$ cat src/rtl/imem_loader_if.sv
// Byte-stream input and instruction-memory write port of the boot-time program loader.
interface imem_loader_if #(
  parameter int ADDR_W = 10
);
  logic              in_valid;
  logic [7:0]        in_data;
  logic              in_last;
  logic              in_ready;
  logic              mem_we;
  logic [ADDR_W-1:0] mem_addr;
  logic [31:0]       mem_wdata;

  modport master (
    output in_valid, in_data, in_last,
    input  in_ready, mem_we, mem_addr, mem_wdata
  );

  modport slave (
    input  in_valid, in_data, in_last,
    output in_ready, mem_we, mem_addr, mem_wdata
  );
endinterface

$ cat src/rtl/imem_loader.sv
// Boot loader: packs a byte stream big-endian into 32-bit words, writes them to
// instruction memory at 0,4,8,... and holds the core in reset until the load completes.
module imem_loader #(
  parameter int ADDR_W = 10
) (
  input  logic              i_clk,
  input  logic              i_rst_n,
  input  logic              i_start,
  imem_loader_if.slave      io_bus,
  output logic              o_cpu_rst,
  output logic              o_done,
  output logic              o_err,
  output logic [ADDR_W-2:0] o_word_cnt
);

  typedef enum logic [1:0] {ST_IDLE, ST_LOAD, ST_WRITE, ST_DONE} state_t;

  localparam logic [ADDR_W-1:0] LP_ADDR_LAST = {{(ADDR_W-2){1'b1}}, 2'b00};
  localparam logic [ADDR_W-1:0] LP_ADDR_STEP = {{(ADDR_W-3){1'b0}}, 3'b100};
  localparam logic [ADDR_W-2:0] LP_CNT_ONE   = {{(ADDR_W-2){1'b0}}, 1'b1};

  state_t            r_state, w_state_nxt;
  logic              r_in_ready, r_mem_we, r_cpu_rst, r_done, r_err, r_last, r_full;
  logic [ADDR_W-1:0] r_mem_addr, w_addr_nxt;
  logic [31:0]       r_mem_wdata, w_wdata_nxt, r_shift, w_shift_nxt, w_packed;
  logic [ADDR_W-2:0] r_word_cnt, w_cnt_nxt;
  logic [1:0]        r_byte_idx, w_idx_nxt;
  logic              w_err_nxt, w_last_nxt, w_full_nxt, w_accept;

  assign w_accept = io_bus.in_valid & r_in_ready;
  // Drop the new byte into its big-endian slot; unreceived low bytes stay zero.
  assign w_packed = r_shift | ({io_bus.in_data, 24'h00_0000} >> {r_byte_idx, 3'b000});

  // Next-state and next-register values.
  always_comb begin
    w_state_nxt = r_state;
    w_addr_nxt  = r_mem_addr;
    w_wdata_nxt = r_mem_wdata;
    w_shift_nxt = r_shift;
    w_cnt_nxt   = r_word_cnt;
    w_idx_nxt   = r_byte_idx;
    w_err_nxt   = r_err;
    w_last_nxt  = r_last;
    w_full_nxt  = r_full;
    case (r_state)
      ST_IDLE, ST_DONE: begin
        if (i_start) begin
          w_state_nxt = ST_LOAD;
          w_addr_nxt  = '0;
          w_cnt_nxt   = '0;
          w_idx_nxt   = 2'b00;
          w_shift_nxt = 32'h0000_0000;
          w_err_nxt   = 1'b0;
          w_last_nxt  = 1'b0;
          w_full_nxt  = 1'b0;
        end else begin
          w_state_nxt = r_state;
        end
      end
      ST_LOAD: begin
        if (!w_accept) begin
          w_state_nxt = ST_LOAD;
        end else if (r_full) begin
          // Memory exhausted: swallow the rest of the program without writing.
          w_err_nxt = 1'b1;
          if (io_bus.in_last) begin
            w_state_nxt = ST_DONE;
          end else begin
            w_state_nxt = ST_LOAD;
          end
        end else if (io_bus.in_last || (r_byte_idx == 2'd3)) begin
          w_state_nxt = ST_WRITE;
          w_wdata_nxt = w_packed;
          w_last_nxt  = io_bus.in_last;
          w_shift_nxt = 32'h0000_0000;
          w_idx_nxt   = 2'b00;
        end else begin
          w_shift_nxt = w_packed;
          w_idx_nxt   = r_byte_idx + 2'd1;
        end
      end
      ST_WRITE: begin
        w_cnt_nxt = r_word_cnt + LP_CNT_ONE;
        if (r_mem_addr == LP_ADDR_LAST) begin
          w_full_nxt = 1'b1;
        end else begin
          w_addr_nxt = r_mem_addr + LP_ADDR_STEP;
        end
        if (r_last) begin
          w_state_nxt = ST_DONE;
        end else begin
          w_state_nxt = ST_LOAD;
        end
      end
      default: begin
        w_state_nxt = ST_IDLE;
      end
    endcase
  end

  // State register; outputs are registered from the next state so none is combinational.
  always_ff @(posedge i_clk or negedge i_rst_n) begin
    if (!i_rst_n) begin
      r_state     <= ST_IDLE;
      r_in_ready  <= 1'b0;
      r_mem_we    <= 1'b0;
      r_mem_addr  <= '0;
      r_mem_wdata <= 32'h0000_0000;
      r_cpu_rst   <= 1'b1;
      r_done      <= 1'b0;
      r_err       <= 1'b0;
      r_word_cnt  <= '0;
      r_byte_idx  <= 2'b00;
      r_shift     <= 32'h0000_0000;
      r_last      <= 1'b0;
      r_full      <= 1'b0;
    end else begin
      r_state     <= w_state_nxt;
      r_in_ready  <= (w_state_nxt == ST_LOAD);
      r_mem_we    <= (w_state_nxt == ST_WRITE);
      r_cpu_rst   <= (w_state_nxt != ST_DONE);
      r_done      <= (w_state_nxt == ST_DONE);
      r_mem_addr  <= w_addr_nxt;
      r_mem_wdata <= w_wdata_nxt;
      r_err       <= w_err_nxt;
      r_word_cnt  <= w_cnt_nxt;
      r_byte_idx  <= w_idx_nxt;
      r_shift     <= w_shift_nxt;
      r_last      <= w_last_nxt;
      r_full      <= w_full_nxt;
    end
  end

  assign io_bus.in_ready  = r_in_ready;
  assign io_bus.mem_we    = r_mem_we;
  assign io_bus.mem_addr  = r_mem_addr;
  assign io_bus.mem_wdata = r_mem_wdata;
  assign o_cpu_rst        = r_cpu_rst;
  assign o_done           = r_done;
  assign o_err            = r_err;
  assign o_word_cnt       = r_word_cnt;

endmodule
$ cat src/flat_wrapper.sv
// flat-port wrapper written by rule: the top's interface ports become plain ports
module imem_loader_flat 
#(
  parameter int ADDR_W = 10
)
  (i_clk, i_rst_n, i_start, o_cpu_rst, o_done, o_err, o_word_cnt, io_bus_in_valid, io_bus_in_data, io_bus_in_last, io_bus_in_ready, io_bus_mem_we, io_bus_mem_addr, io_bus_mem_wdata);
  imem_loader_if #(.ADDR_W(ADDR_W)) io_bus_i ();
  input  logic i_clk;
  input  logic i_rst_n;
  input  logic i_start;
  output logic o_cpu_rst;
  output logic o_done;
  output logic o_err;
  output logic [ADDR_W-2:0] o_word_cnt;
  input wire logic [$bits(io_bus_i.in_valid)-1:0] io_bus_in_valid;
  input wire logic [$bits(io_bus_i.in_data)-1:0] io_bus_in_data;
  input wire logic [$bits(io_bus_i.in_last)-1:0] io_bus_in_last;
  output wire logic [$bits(io_bus_i.in_ready)-1:0] io_bus_in_ready;
  output wire logic [$bits(io_bus_i.mem_we)-1:0] io_bus_mem_we;
  output wire logic [$bits(io_bus_i.mem_addr)-1:0] io_bus_mem_addr;
  output wire logic [$bits(io_bus_i.mem_wdata)-1:0] io_bus_mem_wdata;
  assign io_bus_i.in_valid = io_bus_in_valid;
  assign io_bus_i.in_data = io_bus_in_data;
  assign io_bus_i.in_last = io_bus_in_last;
  assign io_bus_in_ready = io_bus_i.in_ready;
  assign io_bus_mem_we = io_bus_i.mem_we;
  assign io_bus_mem_addr = io_bus_i.mem_addr;
  assign io_bus_mem_wdata = io_bus_i.mem_wdata;
  imem_loader #(.ADDR_W(ADDR_W)) u_core (.i_clk(i_clk), .i_rst_n(i_rst_n), .i_start(i_start), .io_bus(io_bus_i), .o_cpu_rst(o_cpu_rst), .o_done(o_done), .o_err(o_err), .o_word_cnt(o_word_cnt));
endmodule
$ cat config.mk
export PLATFORM = sky130hd
export DESIGN_NAME = imem_loader_flat
export DESIGN_NICKNAME = d
export VERILOG_FILES = /design/src/rtl/imem_loader_if.sv /design/src/rtl/imem_loader.sv /design/src/flat_wrapper.sv
export SDC_FILE = /design/constraint.sdc
export NUM_CORES = 1
export LEC_CHECK = 0
export CAP_MARGIN = 20
export CORE_UTILIZATION = 45
export CTS_CLUSTER_SIZE = 25
export DETAILED_ROUTE_END_ITERATION = 12
export GPL_ROUTABILITY_DRIVEN = 0
export PLACE_DENSITY = 0.71
export SYNTH_ARGS = -nofsm -noshare
export SYNTH_HDL_FRONTEND = slang
export SYNTH_SLANG_ARGS = --single-unit
$ cat constraint.sdc
create_clock -name i_clk -period 3.29 [get_ports i_clk]
set_input_delay 0.658 -clock i_clk [delete_from_list [all_inputs] [get_ports i_clk]]
set_output_delay 0.658 -clock i_clk [all_outputs]
set_load 0.05 [all_outputs]
==> run metrics, run 1 <==
initial antenna violation count=0; Cell Rows=34; hold_buf cts=0; area of the die=0.00932 mm2; GRT Total Usage=21.0%; sequential element share of the synthesized area=57.2%; largest net degree at the start of global routing=65; utilization after layout=57.3%; Synth top area share=56.6%; synth top area cells=dfrtp_1, a21oi_1, nor2_1; gr ovfl total=0; Critical Path End Type=output pin; Post-CTS Setup Inserts=0; Yosys cell types=46; Routed WL=9.09 mm; H-tree depth=3; relative slew slack=30.9%; Root Buffer=clkbuf_8; Req. time, crit path=2.63 ns; number of buffers added on ports=66; met3 Use GR=4.30%; number of synthesized flops with an enable pin=0; GR peak layer=met2; Post-route DRC=0; RSZ-0062 raised after global routing=no; Synth Cell Area=0.00402 mm2; Max Cap Viol=0; status=completed; CP Cell Sequence=clkdlybuf4s50_1; clk_lat worst skew=0.35 ns; die span in y=96.6 um; CP Launch Point=u_core.o_word_cnt[0]; first-pass GRT wire length=14.8 mm; IR drop worst, VDD=559 uV; minimum hold slack=0.359 ns; Power Density=1040 mW/mm2; CTS Buf Count=9; final setup fails=0; r2r endpoint=u_core.o_word_cnt[5]; Initial Util=46.4%; met2 GRT Util=31.1%; Period Utilization, post-route=73.1%; nets=475; Synth-to-Final Area Change=23.5%; via/cell ratio=5.74; num ports=69; Yosys reg bits=92; Worst Setup EP=o_word_cnt[0]; Longest Clk Path Bufs=2; slowest cell delay on critical path=0.88 ns; CP bufs+invs=1; diode count=0; dpl hpwl=5.75 mm; critical path's slowest cell=clkdlybuf4s50_1; Initial DRC Count=243; ys async rst share=100%; core footprint=0.00868 mm2; drt first pass iters=4; Stages on worst setup path=1; FMAX=416 MHz; share of layout cells above drive strength 1=6.94%; final hold vios=0; post-DR wirelength/cell=16.0 um; clk slew on worst S/H paths=0.09 ns; vias in the first global route=3007; Final Skew=0.0103 ns; routed via count=3267; CTS tree=done; Min-Delay Path Class=primary input to async pin; R2R Path Start=u_core.r_state[0]; Worst EP arrival=1.75 ns; antenna viol nets, final=0; Worst Tran Pin Value=1.03 ns; top-count cell post-synth=dfrtp_1; crit path max fanout=6; leakage power=2.17 nW; TNS Setup=0 ns; kind of critical path=flip-flop to output pin; cells on worst reg2reg path=6; CP Launch Type=flip-flop; die width=96.6 um; Synth area leader=dfrtp_1; synth warn=0; dominant synthesized flop cell=dfrtp_1; R2R setup slack=0.91 ns; Mapped Cells=408; Synth top cells by count=dfrtp_1, nor2_1, a21oi_1; syn_area_per_cell=9.86 um2; fin. max-slew vios=0; delay-heaviest family, CP=buffers and inverters; total number of clock tree sinks=92; CTS resizes=0; post-route minimum period=2.41 ns; met1 Use GR=30.8%
==> layout by cell type, fill, tap and decap left out, types with 4 or more instances in the layout <==
master,count
nor2b_1,5
nand2_1,16
dfrtp_1,91
inv_1,5
o21ai_0,7
clkdlybuf4s50_1,65
a22o_1,5
nand4_1,5
a31oi_1,32
nand3_1,9
clkbuf_8,9
a21oi_1,70
nor2_1,75
mux2i_1,4
ha_1,5
buf_4,6
==> power by group <==
group	total (W)	internal (W)	switching, W
Combinational	0.00255	0.000813	0.00173
Sequential	0.00174	0.00150	0.000238
Clock	0.000896	0.000504	0.000392
Total	0.00518	0.00282	0.00236
==> through the flow <==
| stage | instances | instance area (um2) | total power [W] | worst slack, ns |
|---|---|---|---|---|
| after floorplan | 409 | 4030 | 0.00353 | 1.41 |
| after global placement | 553 | 4720 | 0.00423 | 0.867 |
| after detailed placement | 553 | 4720 | 0.00428 | 0.765 |
| after CTS | 568 | 4960 | 0.00519 | 0.870 |
| after global routing | 569 | 4970 | 0.00550 | 0.762 |
| final | 569 | 4970 | 0.00518 | 0.884 |
==> cell type report <==
cell class | count | area (um2)
Clock buffer | 9 | 124
Clock inverter | 6 | 113
Fill cell | 777 | 3710
Inverter | 5 | 18.8
Multi-Input combinational cell | 277 | 1560
Sequential cell | 92 | 2300
Tap cell | 108 | 135
Timing Repair Buffer | 72 | 716
==> registers in the layout, summed over array words and instances (netlist names), 2 cells and up <==
| signal | flops |
|---|---|
| u_core.io_bus.mem_addr | 8 |
| u_core.io_bus.mem_wdata | 32 |
| u_core.o_word_cnt | 9 |
| u_core.r_byte_idx | 2 |
| u_core.r_shift | 32 |
| u_core.r_state | 2 |
==> per-layer routing <==
metal	share of wire (%)	wire length [um]	vias to the layer above
met3	6.4	584	6
met2	47	4260	113
met5	0	0	-
met4	0.63	57	0
met1	46	4190	1618
li1	-	-	1530
==> how the worst min path moves through the flow <==
stage | from | end | slack [ns]
after floorplan | i_rst_n | u_core.io_bus.in_ready | 0.36
after global placement | u_core.r_shift[24] | u_core.r_shift[24] | 0.48
after detailed placement | u_core.r_shift[13] | u_core.r_shift[13] | 0.48
after CTS | i_rst_n | u_core.r_shift[10] | 0.39
after global routing | i_rst_n | u_core.io_bus.mem_addr[5] | 0.41
final | i_rst_n | u_core.io_bus.mem_addr[6] | 0.36
==> logic make-up after synthesis <==
group                    count (synthesis)  synth area share (%)
multiplexers                             8                  2.27
buffers and inverters                   40                  4.42
other                                    1                0.0932
AND/OR/NAND/NOR                        130                  15.0
adder cells (fa/ha/maj)                  5                  1.55
XOR/XNOR                                 4                 0.871
flip-flops                              92                  57.2
AO/OA/AOI/OAI                          128                  18.6
Note: power is estimated with default switching activity, not from simulation.
==> run 2: changes to the inputs <==
- clock period: 3.29 -> 2.39 ns (I/O delays scaled with it)
==> run 2 against run 1 <==
Final area grew 1.2%. Via count shrank 1.5%. Utilization is 0.66 points higher. Clock skew is 0.0073 ns higher. Power is 36% higher.
==> run metrics, run 2 (synthesized netlist as in run 1, its figures left out) <==
status=completed (unchanged); Synth-to-Final Area Change=24.9% (was 23.5%); IR drop worst, VDD=853 uV (was 559 uV); Worst EP arrival=1.73 ns (was 1.75 ns); Initial DRC Count=228 (was 243); final setup fails=0 (unchanged); leakage power=2.20 nW (was 2.17 nW); Critical Path End Type=output pin (unchanged); nets=485 (was 475); kind of critical path=flip-flop to output pin (unchanged); placed cells=564 (was 553); diode count=0 (unchanged); initial antenna violation count=0 (unchanged); Max Cap Viol=0 (unchanged); hold_buf cts=0 (unchanged); R2R Path Start=u_core.r_state[0] (unchanged); setup ws final=0.177 ns (was 0.884 ns); gr ovfl total=0 (unchanged); met3 wire len=315 um (was 584 um); routed wl met2=4.10 mm (was 4.26 mm); drt first pass iters=4 (unchanged); share of layout cells above drive strength 1=9.11% (was 6.94%); CTS resizes=0 (unchanged); CP bufs+invs=1 (unchanged); CP Cell Sequence=clkdlybuf4s50_1 (unchanged); first-pass GRT wire length=14.2 mm (was 14.8 mm); die width=96.6 um (unchanged); fin cells=580 (was 569); Req. time, crit path=1.91 ns (was 2.63 ns); GRT Total Usage=20.2% (was 21.0%); num ports=69 (unchanged); TNS Setup=0 ns (unchanged); via/cell ratio=5.55 (was 5.74); area of the die=0.00932 mm2 (unchanged); RSZ-0062 raised after global routing=no (unchanged); Initial Util=46.4% (unchanged); largest net degree at the start of global routing=65 (unchanged); post-route minimum period=2.21 ns; relative slew slack=35.9% (was 30.9%); Period Utilization, post-route=92.6%; Worst Tran Pin Value=0.959 ns (was 1.03 ns); FMAX=452 MHz; vias in the first global route=2868 (was 3007); Final Skew=0.0176 ns (was 0.0103 ns); Min-Delay Path Class=primary input to async pin (unchanged); routed via count=3219 (was 3267); clk_lat worst skew=0.36 ns (was 0.35 ns); slowest cell delay on critical path=0.86 ns (was 0.88 ns); utilization after layout=57.9% (was 57.3%); CTS tree=done (unchanged); CP Launch Point=u_core.o_word_cnt[2] (was u_core.o_word_cnt[0]); final hold vios=0 (unchanged); met1 WL=4.35 mm (was 4.19 mm); total number of clock tree sinks=92 (unchanged); pre-CTS WS=0.259 ns (was 0.765 ns); commonest non-fill, non-tap cells in the layout=dfrtp_1, nor2_1, a21oi_1, clkdlybuf4s50_1, a31oi_1 (unchanged); crit path max fanout=8 (was 6); fin. max-slew vios=0 (unchanged); die span in y=96.6 um (unchanged); Post-route DRC=0 (unchanged); clk slew on worst S/H paths=0.09 ns (about the same); Routed WL=8.87 mm (was 9.09 mm); delay-heaviest family, CP=buffers and inverters (unchanged); Longest Clk Path Bufs=2 (unchanged); Cell Rows=34 (unchanged); top sig layer=met4 (unchanged); Root Buffer=clkbuf_8 (unchanged); core footprint=0.00868 mm2 (unchanged); dpl hpwl=5.75 mm (about the same); CP Launch Type=flip-flop (unchanged); CTS Buf Count=9 (unchanged); Post-CTS Setup Inserts=0 (unchanged); antenna viol nets, final=0 (unchanged); H-tree depth=3 (unchanged); critical path's slowest cell=clkdlybuf4s50_1 (unchanged); post-DR wirelength/cell=15.3 um (was 16.0 um); Power Density=1400 mW/mm2 (was 1040 mW/mm2); commonest non-fill, non-tap cell in the layout=dfrtp_1 (unchanged); number of buffers added on ports=66 (unchanged)
==> run 2: through the flow <==
stage               hold slack, ns  cell area (um2)  power [W]
CTS                          0.125             5030    0.00708
detailed placement           0.482             4830    0.00601
floorplan                    0.182             4030    0.00487
global route                 0.136             5030    0.00748
global placement             0.474             4810    0.00591
finish                       0.105             5030    0.00704
==> run 2: per-layer routing <==
layer,vias to the layer above,track usage [%]
met2,74,29.2
li1,1554,-
met5,-,0
met1,1583,29.8
met3,8,3.83
met4,0,7.97
==> run 2: worst paths after layout <==
path	to	depth (start not counted)	slack, ns
worst max register to register	u_core.o_word_cnt[5]	7	0.39
max in group asynchronous	u_core.r_last	2	1.60
min in group i_clk	u_core.r_shift[11]	2	0.50
worst max-delay path	o_word_cnt[2]	1	0.18
worst min register to register	u_core.r_shift[11]	2	0.50
worst min-delay path	u_core.io_bus.mem_addr[7]	1	0.11
==> run 2: power by group <==
| part | internal [W] | leakage, nW | switching (W) |
|---|---|---|---|
| Combinational | 0.00120 | 0.923 | 0.00240 |
| Clock | 0.000487 | 0.0918 | 0.000564 |
| Sequential | 0.00207 | 1.18 | 0.000320 |
==> run 2: cell type report <==
cell class / count / area, um2
fillers: 768 / 3650
flip-flops and latches: 92 / 2300
multi-input cells: 277 / 1560
repair buffers: 82 / 811
well taps: 108 / 135
clock buffers: 9 / 124
clock inverters: 7 / 75.1
inverters: 5 / 18.8
==> run 3: changes to the inputs <==
- MAX_ROUTING_LAYER: default -> met4
==> run 3 against run 2 <==
First-iteration DRC count is 19% higher. Setup slack worse by 0.015 ns. Clock power hardly changed. Clock skew hardly changed. Via count is 0.22% higher. Critical path type unchanged. Critical endpoint is now o_word_cnt[0]. Largest cell class unchanged. Highest routed layer unchanged.
==> run metrics, run 3 (synthesized netlist as in run 1, its figures left out) <==
fin. max-slew vios=0 (unchanged); crit path max fanout=6 (was 8); Max Cap Viol=0 (unchanged); met2 GRT Util=29.3% (was 29.2%); r2r endpoint=u_core.o_word_cnt[5] (unchanged); R2R Path Start=u_core.r_state[0] (unchanged); Post-CTS Setup Inserts=0 (unchanged); CP bufs+invs=1 (unchanged); CTS resizes=0 (unchanged); GRT Total Usage=20.7% (was 20.2%); core footprint=0.00868 mm2 (unchanged); Routed WL=8.92 mm (was 8.87 mm); Req. time, crit path=1.91 ns (about the same); first-pass GRT wire length=14.2 mm (about the same); Period Utilization, post-route=93.2% (was 92.6%); Initial Util=46.4% (unchanged); commonest non-fill, non-tap cells in the layout=dfrtp_1, nor2_1, a21oi_1, clkdlybuf4s50_1, a31oi_1 (unchanged); die width=96.6 um (unchanged); post-DR wirelength/cell=15.4 um (was 15.3 um); via/cell ratio=5.56 (was 5.55); largest net degree at the start of global routing=65 (unchanged); initial antenna violation count=0 (unchanged); share of layout cells above drive strength 1=9.11% (unchanged); leakage power=2.20 nW (unchanged); drt first pass iters=4 (unchanged); cells on worst reg2reg path=7 (unchanged); routed via count=3226 (was 3219); Worst Tran Pin Value=0.968 ns (was 0.959 ns); clk slew on worst S/H paths=0.09 ns (about the same); clk_lat worst skew=0.37 ns (was 0.36 ns); antenna viol nets, final=0 (unchanged); Final Skew=0.0175 ns (was 0.0176 ns); commonest non-fill, non-tap cell in the layout=dfrtp_1 (unchanged); Initial DRC Count=272 (was 228); FMAX=449 MHz (was 452 MHz); post-route minimum period=2.23 ns (was 2.21 ns); pre-CTS WS=0.259 ns (unchanged); Pwr Total=0.00704 W (about the same); vias in the first global route=2890 (was 2868); critical path's slowest cell=clkdlybuf4s50_1 (unchanged); met1 Use GR=29.7% (was 29.8%); Power Density=1400 mW/mm2 (about the same); die span in y=96.6 um (unchanged); IR drop worst, VDD=852 uV (was 853 uV); setup ws final=0.162 ns (was 0.177 ns); hold_buf cts=0 (unchanged); total number of clock tree sinks=92 (unchanged); CTS Buf Count=9 (unchanged); Cell Rows=34 (unchanged); Post-route DRC=0 (unchanged); H-tree depth=3 (unchanged); Synth-to-Final Area Change=24.9% (unchanged); met3 Use GR=3.52% (was 3.83%); dpl hpwl=5.75 mm (unchanged); relative slew slack=35.3% (was 35.9%); Critical Path End Type=output pin (unchanged); status=completed (unchanged); slowest cell delay on critical path=0.87 ns (was 0.86 ns); diode count=0 (unchanged); R2R setup slack=0.38 ns (was 0.39 ns); gr ovfl total=0 (unchanged); Root Buffer=clkbuf_8 (unchanged); Worst EP arrival=1.75 ns (was 1.73 ns); CP Launch Type=flip-flop (unchanged); CP Cell Sequence=clkdlybuf4s50_1 (unchanged); Longest Clk Path Bufs=2 (unchanged); GR peak layer=met1 (unchanged); final hold vios=0 (unchanged); area of the die=0.00932 mm2 (unchanged); RSZ-0062 raised after global routing=no (unchanged); num ports=69 (unchanged); final setup fails=0 (unchanged); Min-Delay Path Class=primary input to async pin (unchanged); kind of critical path=flip-flop to output pin (unchanged); CTS tree=done (unchanged); delay-heaviest family, CP=buffers and inverters (unchanged); number of buffers added on ports=66 (unchanged); nets=485 (unchanged)
-- run 3: cell counts in the layout (fill, tap and decap cells not counted) --
Identical to the previous run, type by type.
-- run 3: how the worst max path moves through the flow --
stage | startpoint | endpoint | slack (ns) | depth (start not counted)
after global routing | u_core.o_word_cnt[2] | o_word_cnt[2] | 0.07 | 1
after global placement | io_bus_in_valid | u_core.r_shift[21] | -0.15 | 5
after floorplan | u_core.r_state[0] | u_core.o_word_cnt[7] | 0.51 | 7
after CTS | u_core.o_word_cnt[2] | o_word_cnt[2] | 0.15 | 1
after detailed placement | i_start | u_core.o_word_cnt[5] | 0.26 | 6
final | u_core.o_word_cnt[0] | o_word_cnt[0] | 0.16 | 1
-- run 3: power by group --
group | total [W] | switching, W | internal (W)
clock | 0.00106 | 0.000571 | 0.000487
combinational | 0.00360 | 0.00240 | 0.00120
sequential | 0.00238 | 0.000319 | 0.00207
total | 0.00704 | 0.00329 | 0.00375
-- run 3: routing by layer --
layer	vias up	share of wire [%]
met4	0	1.4
met5	-	0
met2	84	46
met3	10	4.4
li1	1554	-
met1	1578	48
-- run 3: cell type report --
class                           instances  area, um2
Clock buffer                            9        124
Clock inverter                          7       75.1
Fill cell                             768       3650
Inverter                                5       18.8
Multi-Input combinational cell        277       1560
Sequential cell                        92       2300
Tap cell                              108        135
Timing Repair Buffer                   82        811
-- run 3: per-stage QoR --
step / util [%] / hold WS, ns / cells / cell area, um2 / setup TNS [ns]
finish: 57.9 / 0.0994 / 580 / 5030 / 0
floorplan: - / 0.182 / 409 / 4030 / 0
detailed placement: 55.6 / 0.482 / 564 / 4830 / 0
CTS: 57.9 / 0.125 / 580 / 5030 / 0
global route: 57.9 / 0.139 / 580 / 5030 / 0
global placement: 55.4 / 0.474 / 563 / 4810 / -4.64
